**src/rtl/fetch_pkg.sv**
```systemverilog
// Shared constants for the instruction fetch sequencer: state encoding, PC width
// and default geometry of the instruction memory and output buffer.
package fetch_pkg;

  localparam int PC_W          = 32;
  localparam int ADDR_W_DEF    = 7;
  localparam int DATA_W_DEF    = 32;
  localparam int BUF_DEPTH_DEF = 2;

  localparam logic [0:0] ST_RUN  = 1'b0;
  localparam logic [0:0] ST_HALT = 1'b1;

  // Word-address increment; wraps 0xFFFFFFFF -> 0 by width.
  function automatic logic [PC_W-1:0] pc_incr(input logic [PC_W-1:0] pc);
    return pc + {{(PC_W-1){1'b0}}, 1'b1};
  endfunction

endpackage

```
**src/rtl/fetch_buffer.sv**
```systemverilog
// Synchronous FIFO of {pc, instr} entries between instruction memory and decode.
// Flush wins over push; push and pop in the same cycle are allowed when full.
module fetch_buffer
  import fetch_pkg::*;
#(
  parameter int DATA_W = DATA_W_DEF,
  parameter int DEPTH  = BUF_DEPTH_DEF,
  localparam int ENT_W = PC_W + DATA_W,
  localparam int PTR_W = $clog2(DEPTH),
  localparam int CNT_W = PTR_W + 1
) (
  input  logic             clk,
  input  logic             rst,
  input  logic             push,
  input  logic [ENT_W-1:0] push_data,
  input  logic             pop,
  input  logic             flush,
  output logic [ENT_W-1:0] head_data,
  output logic             full,
  output logic             empty,
  output logic [CNT_W-1:0] count
);

  logic [ENT_W-1:0] mem_q [DEPTH];
  logic [ENT_W-1:0] mem_d [DEPTH];
  logic [PTR_W-1:0] wr_ptr_q, wr_ptr_d;
  logic [PTR_W-1:0] rd_ptr_q, rd_ptr_d;
  logic [CNT_W-1:0] count_q, count_d;
  logic             do_push;
  logic             do_pop;

  assign empty     = (count_q == '0);
  assign full      = (count_q == CNT_W'(DEPTH));
  assign count     = count_q;
  assign head_data = mem_q[rd_ptr_q];

  assign do_pop  = pop & ~empty;
  assign do_push = push & (~full | do_pop);

  always_comb begin
    mem_d    = mem_q;
    wr_ptr_d = wr_ptr_q;
    rd_ptr_d = rd_ptr_q;
    count_d  = count_q;
    if (flush) begin
      wr_ptr_d = '0;
      rd_ptr_d = '0;
      count_d  = '0;
    end else begin
      if (do_push) begin
        mem_d[wr_ptr_q] = push_data;
        wr_ptr_d        = wr_ptr_q + {{(PTR_W-1){1'b0}}, 1'b1};
      end
      if (do_pop) begin
        rd_ptr_d = rd_ptr_q + {{(PTR_W-1){1'b0}}, 1'b1};
      end
      count_d = count_q + {{(CNT_W-1){1'b0}}, do_push} - {{(CNT_W-1){1'b0}}, do_pop};
    end
  end

  always_ff @(posedge clk) begin
    mem_q <= mem_d;
    if (rst) begin
      wr_ptr_q <= '0;
      rd_ptr_q <= '0;
      count_q  <= '0;
    end else begin
      wr_ptr_q <= wr_ptr_d;
      rd_ptr_q <= rd_ptr_d;
      count_q  <= count_d;
    end
  end

endmodule

```
**src/rtl/fetch_sequencer.sv**
```systemverilog
// Instruction fetch sequencer: owns the PC, issues reads to a 1-cycle instruction
// memory and hands {pc, instr} to decode. Optional counters under FETCH_PERF_CNT_EN.
module fetch_sequencer
  import fetch_pkg::*;
#(
  parameter int ADDR_W    = ADDR_W_DEF,
  parameter int DATA_W    = DATA_W_DEF,
  parameter int BUF_DEPTH = BUF_DEPTH_DEF
) (
  input  logic              clk,
  input  logic              rst,
  input  logic              redirect_valid,
  input  logic [PC_W-1:0]   redirect_addr,
  input  logic              halt_req,
  output logic              mem_rd_en,
  output logic [ADDR_W-1:0] mem_addr,
  input  logic [DATA_W-1:0] mem_data,
  output logic              out_valid,
  input  logic              out_ready,
  output logic [PC_W-1:0]   out_pc,
  output logic [DATA_W-1:0] out_instr,
  output logic              halted,
  output logic [0:0]        dbg_state
`ifdef FETCH_PERF_CNT_EN
  ,
  output logic [31:0]       stall_cnt,
  output logic [31:0]       fetch_cnt
`endif
);

  // Decode handshake: a transfer happens on a rising edge where out_valid and
  // out_ready are both high; out_pc/out_instr are held stable while out_valid is
  // high and out_ready is low, and out_valid never depends on out_ready.

  localparam int ENT_W = PC_W + DATA_W;
  localparam int CNT_W = $clog2(BUF_DEPTH) + 1;
  localparam logic [CNT_W:0] OCC_LIMIT = (CNT_W+1)'(BUF_DEPTH);

  logic [0:0]       state_q, state_d;
  logic [PC_W-1:0]  pc_q, pc_d;
  logic             epoch_q, epoch_d;
  logic             inflight_q, inflight_d;
  logic [PC_W-1:0]  inflight_pc_q, inflight_pc_d;
  logic             inflight_epoch_q, inflight_epoch_d;
  logic [ENT_W-1:0] last_q, last_d;

  logic [ENT_W-1:0] head;
  logic             buf_full;
  logic             buf_empty;
  logic [CNT_W-1:0] buf_count;
  logic             pop;
  logic             push;
  logic             issue;
  logic [CNT_W:0]   occ_sum;

  fetch_buffer #(
    .DATA_W (DATA_W),
    .DEPTH  (BUF_DEPTH)
  ) u_buf (
    .clk       (clk),
    .rst       (rst),
    .push      (push),
    .push_data ({inflight_pc_q, mem_data}),
    .pop       (pop),
    .flush     (redirect_valid),
    .head_data (head),
    .full      (buf_full),
    .empty     (buf_empty),
    .count     (buf_count)
  );

  assign pop  = ~buf_empty & out_ready;
  assign push = inflight_q & (inflight_epoch_q == epoch_q) & (~buf_full | pop);

  // A slot freed by this cycle's pop is counted as free, so streaming runs at
  // one word per cycle with only BUF_DEPTH entries.
  assign occ_sum = {1'b0, buf_count}
                 + {{CNT_W{1'b0}}, inflight_q}
                 - {{CNT_W{1'b0}}, pop};

  assign issue = ~rst & (state_q == ST_RUN) & ~redirect_valid & (occ_sum < OCC_LIMIT);

  always_comb begin
    state_d          = state_q;
    pc_d             = pc_q;
    epoch_d          = epoch_q;
    inflight_d       = issue;
    inflight_pc_d    = issue ? pc_q : inflight_pc_q;
    inflight_epoch_d = epoch_q;
    last_d           = pop ? head : last_q;
    if (redirect_valid) begin
      state_d = ST_RUN;
      pc_d    = redirect_addr;
      epoch_d = ~epoch_q;
    end else begin
      if ((state_q == ST_RUN) && halt_req) begin
        state_d = ST_HALT;
      end
      if (issue) begin
        pc_d = pc_incr(pc_q);
      end
    end
  end

  always_ff @(posedge clk) begin
    if (rst) begin
      state_q          <= ST_RUN;
      pc_q             <= '0;
      epoch_q          <= 1'b0;
      inflight_q       <= 1'b0;
      inflight_pc_q    <= '0;
      inflight_epoch_q <= 1'b0;
      last_q           <= '0;
    end else begin
      state_q          <= state_d;
      pc_q             <= pc_d;
      epoch_q          <= epoch_d;
      inflight_q       <= inflight_d;
      inflight_pc_q    <= inflight_pc_d;
      inflight_epoch_q <= inflight_epoch_d;
      last_q           <= last_d;
    end
  end

  // With an empty buffer the output shows the last word handed to decode.
  assign out_valid = ~buf_empty;
  assign out_pc    = buf_empty ? last_q[ENT_W-1:DATA_W] : head[ENT_W-1:DATA_W];
  assign out_instr = buf_empty ? last_q[DATA_W-1:0]     : head[DATA_W-1:0];
  assign mem_rd_en = issue;
  assign mem_addr  = pc_q[ADDR_W-1:0];
  assign halted    = (state_q == ST_HALT);
  assign dbg_state = state_q;

`ifdef FETCH_PERF_CNT_EN
  logic [31:0] stall_cnt_q, stall_cnt_d;
  logic [31:0] fetch_cnt_q, fetch_cnt_d;

  always_comb begin
    stall_cnt_d = stall_cnt_q;
    fetch_cnt_d = fetch_cnt_q;
    if ((state_q == ST_RUN) && ~issue && ~redirect_valid && (stall_cnt_q != 32'hFFFF_FFFF)) begin
      stall_cnt_d = stall_cnt_q + 32'd1;
    end
    if (pop && (fetch_cnt_q != 32'hFFFF_FFFF)) begin
      fetch_cnt_d = fetch_cnt_q + 32'd1;
    end
  end

  always_ff @(posedge clk) begin
    if (rst) begin
      stall_cnt_q <= '0;
      fetch_cnt_q <= '0;
    end else begin
      stall_cnt_q <= stall_cnt_d;
      fetch_cnt_q <= fetch_cnt_d;
    end
  end

  assign stall_cnt = stall_cnt_q;
  assign fetch_cnt = fetch_cnt_q;
`endif

endmodule

```
**config.mk**
```make
export PLATFORM = sky130hd
export DESIGN_NAME = fetch_sequencer
export DESIGN_NICKNAME = d
export VERILOG_FILES = /design/src/rtl/fetch_pkg.sv /design/src/rtl/fetch_buffer.sv /design/src/rtl/fetch_sequencer.sv
export SDC_FILE = /design/constraint.sdc
export NUM_CORES = 1
export LEC_CHECK = 0
export ABC_AREA = 1
export BUFFER_PORTS_ARGS = -buffer_cell sky130_fd_sc_hd__buf_2
export CORE_ASPECT_RATIO = 1.4
export CORE_MARGIN = 2
export CORE_UTILIZATION = 45
export DETAILED_ROUTE_END_ITERATION = 16
export PLACE_DENSITY = 0.62
export SETUP_SLACK_MARGIN = 0.3
export SYNTH_ARGS = -nofsm -noshare
export SYNTH_HDL_FRONTEND = slang
export SYNTH_HIERARCHICAL = 1
export SYNTH_SLANG_ARGS = --single-unit
```
**constraint.sdc**
```tcl
create_clock -name clk -period 17.7 [get_ports clk]
set_clock_uncertainty 0.1 [all_clocks]
set_input_delay 0.885 -clock clk [delete_from_list [all_inputs] [get_ports clk]]
set_output_delay 0.885 -clock clk [all_outputs]
set_load 0.1 [all_outputs]
```
==> metrics.txt <==
Hold Path Origin last_q[7]; root buffer cell clkbuf_16; Overall Global Routing Usage 0.186; clock slew at reported path FFs 0.06 ns; diodes inserted 0; final setup vio count 0; die area 0.0268 mm2; DRC Markers 0; # IOs 144; global-route wire length before repair 40600 um; # resized after CTS 0; CTS H-tree lvls 1; Pwr Density 104 mW/mm2; TritonCTS Buffers 26; half-perimeter wire length after placement 16500 um; r2r startpoint u_buf/count[1]; crit path DAT 4.38 ns; Max Fclk 186 MHz; met3 usage 0.0241; Yosys Warn Count 6; CP required 16.72 ns; Critical Path Fanout Max 65; vias in the first global route 8096; reg2reg setup slack 13.09 ns; Max Slew Vio Count 0; Startpoint Class flop; total grt overflow 0; Post-Synthesis Cells 1377; Cell variety after synth 30; port bufs 143; Hold Buf Count CTS 0; Starting Density 0.455; Tcrit/Tclk final 0.303; RePlAce Congestion 0.850; row count 69; Die W 139 um; Slew headroom 0.341; register area share after synthesis 0.573; initial antenna violation count 0; number of DRC markers in iteration 0 493; Most Crowded Layer GR met2; antenna violation net count after detailed routing 0; outcome completed; syn nets 1450; register bit total from synthesis 264; DR WL/cell 14.2 um; Peak VDD IR 68.2 uV; Hold Path Depth 2; RSZ-0062 raised after global routing false; cell area after layout 0.0131 mm2; Max stage delay cell, worst path nand2_4; Syn Area/Cell 8.32 um2; max cap viols 0; Hold Fails Final Rpt 0; Core Region 0.0252 mm2; # clock sinks 264; Leakage 5.38 nW; setup tns final 0 ns; nets 1551; chip height 193 um; CTS tree built; via count 8835; worst reg2reg endpoint pc_q[17]; Tot Pwr 1.37 mW; Placed Area 0.0123 mm2; Max Buffers Root-to-Sink 3; worst skew pair latency 0.52 ns; global routing met2 resource utilization 0.339; met1 GRT Util 0.231; Worst path top cell family by delay simple AND/OR/NAND/NOR gates; worst min-delay path category reg -> reg; Slew @ Worst Pin 0.989 ns; hold endpoint last_q[7]; cell breakdown of the critical path nor2_1 -> clkinv_2 -> nand2_4 -> inv_1 -> ha_1 -> inv_1 -> nand2_1 -> fa_1 -> xnor2_1 -> nand2_4 -> inv_2 -> buf_2; drt total wl 25800 um; cells on worst reg2reg path 16; crit path time final 5.37 ns; postcts setup bufs 0; share of cells above drive strength 1 0.142; Pre-Repair DR Iteration Count 4; Crit Path Class reg -> out; largest net degree at the start of global routing 94; CP Capture Type primary output; Buf/Inv on CP 5; slowest stage delay, CP 0.65 ns; Area Overhead vs Synth 14.7%; Post-Synthesis Cell Area 0.0115 mm2; vias per cell 4.86
## worst max-delay path by stage
stage	startpoint	endpoint	slack, ns	cells after the start
after floorplan	out_ready	u_buf/mem_q[100]	10.95	6
after global placement	u_buf/count[1]	mem_rd_en	12.88	13
after detailed placement	u_buf/count[1]	mem_rd_en	12.79	12
after CTS	u_buf/count[1]	mem_rd_en	12.25	12
after global routing	u_buf/count[1]	mem_rd_en	11.90	12
final	u_buf/count[1]	mem_rd_en	12.33	12
## power by group
part / switching (mW) / total (mW) / internal [mW]
registers: 0.0128 / 0.673 / 0.660
logic: 0.111 / 0.142 / 0.0306
clock network: 0.222 / 0.553 / 0.331
total: 0.346 / 1.37 / 1.02
## placed cells by master, fill, tap and decap left out, drive strengths merged, types with 12 or more instances in the layout
master  synthesis  final
nand2         423    423
o21ai         160    160
buf            38    153
inv           147    146
dfxtp         136    136
edfxtp        128    128
nor2          108    108
a21oi          91     91
nand3          52     52
clkbuf         42     41
nand3b         13     13
nor3           12     12
## worst min-delay path, cell delays in order, from the launching register on
cell and delay, ns:
dfxtp_1 0.30, inv_1 0.05, a21oi_1 0.05
## stage by stage
step	instances	setup slack, ns	util	hold slack (ns)
2_1_floorplan	1377	10.95	-	0.320
3_3_place_gp	1769	12.88	0.487	0.333
3_5_place_dp	1769	12.79	0.487	0.336
4_1_cts	1817	12.25	0.521	0.349
5_1_grt	1817	11.90	0.521	0.358
6_report	1817	12.33	0.521	0.346
## cell usage after synthesis
master      n  share of area
and2_1      1        0.00055
buf_4      20          0.013
a21oi_1    91          0.040
ha_1        3         0.0033
nand3b_1   13         0.0085
a211oi_1    9         0.0059
xor2_1      4         0.0031
clkbuf_1   42          0.014
nor2_2      5         0.0027
nand3_1    51          0.022
nand2_2     3         0.0016
nor2_4      2         0.0020
a31oi_1     3         0.0016
buf_2      15         0.0066
nand2_1   419           0.14
nor3_1     12         0.0052
dfxtp_1   136           0.24
fa_1        1         0.0017
xnor2_1     3         0.0023
buf_1       3        0.00098
nand4_1     2         0.0011
o21ai_0   150          0.066
nor2_1    101          0.033
inv_2       5         0.0016
nand3_2     1        0.00087
edfxtp_1  128           0.34
inv_1     142          0.047
a22oi_1     1        0.00066
o21ai_1    10         0.0044
nand2_4     1        0.00098
## state kept, by name (all words and copies together) (netlist names)
register / flops
inflight_q: 1
u_buf/wr_ptr_q: 1
last_q: 64
inflight_pc_q: 32
dbg_state: 1
pc_q: 32
u_buf/mem_q: 128
u_buf/rd_ptr_q: 1
inflight_epoch_q: 1
u_buf/count: 2
epoch_q: 1
## cells by family after synthesis
kind of cell | synth area share
fa+ha+maj | 0.00502
flops | 0.573
compound gates | 0.118
buf+inv | 0.0826
simple gates | 0.216
xor+xnor | 0.00535
## metal layers
layer	up-vias	routed length, um
met2	189	12900
met3	34	1090
met5	-	0
met4	0	555
li1	4656	-
met1	3956	11200
## layout make-up
class                           instances  area, um2
Clock buffer                           41        779
Clock inverter                          7       83.8
Fill cell                            2380      12100
Inverter                              147        553
Multi-Input combinational cell        886       3970
Sequential cell                       264       6570
Tap cell                              319        399
Timing Repair Buffer                  153        791
No activity file was read; power rests on OpenSTA's default activity.
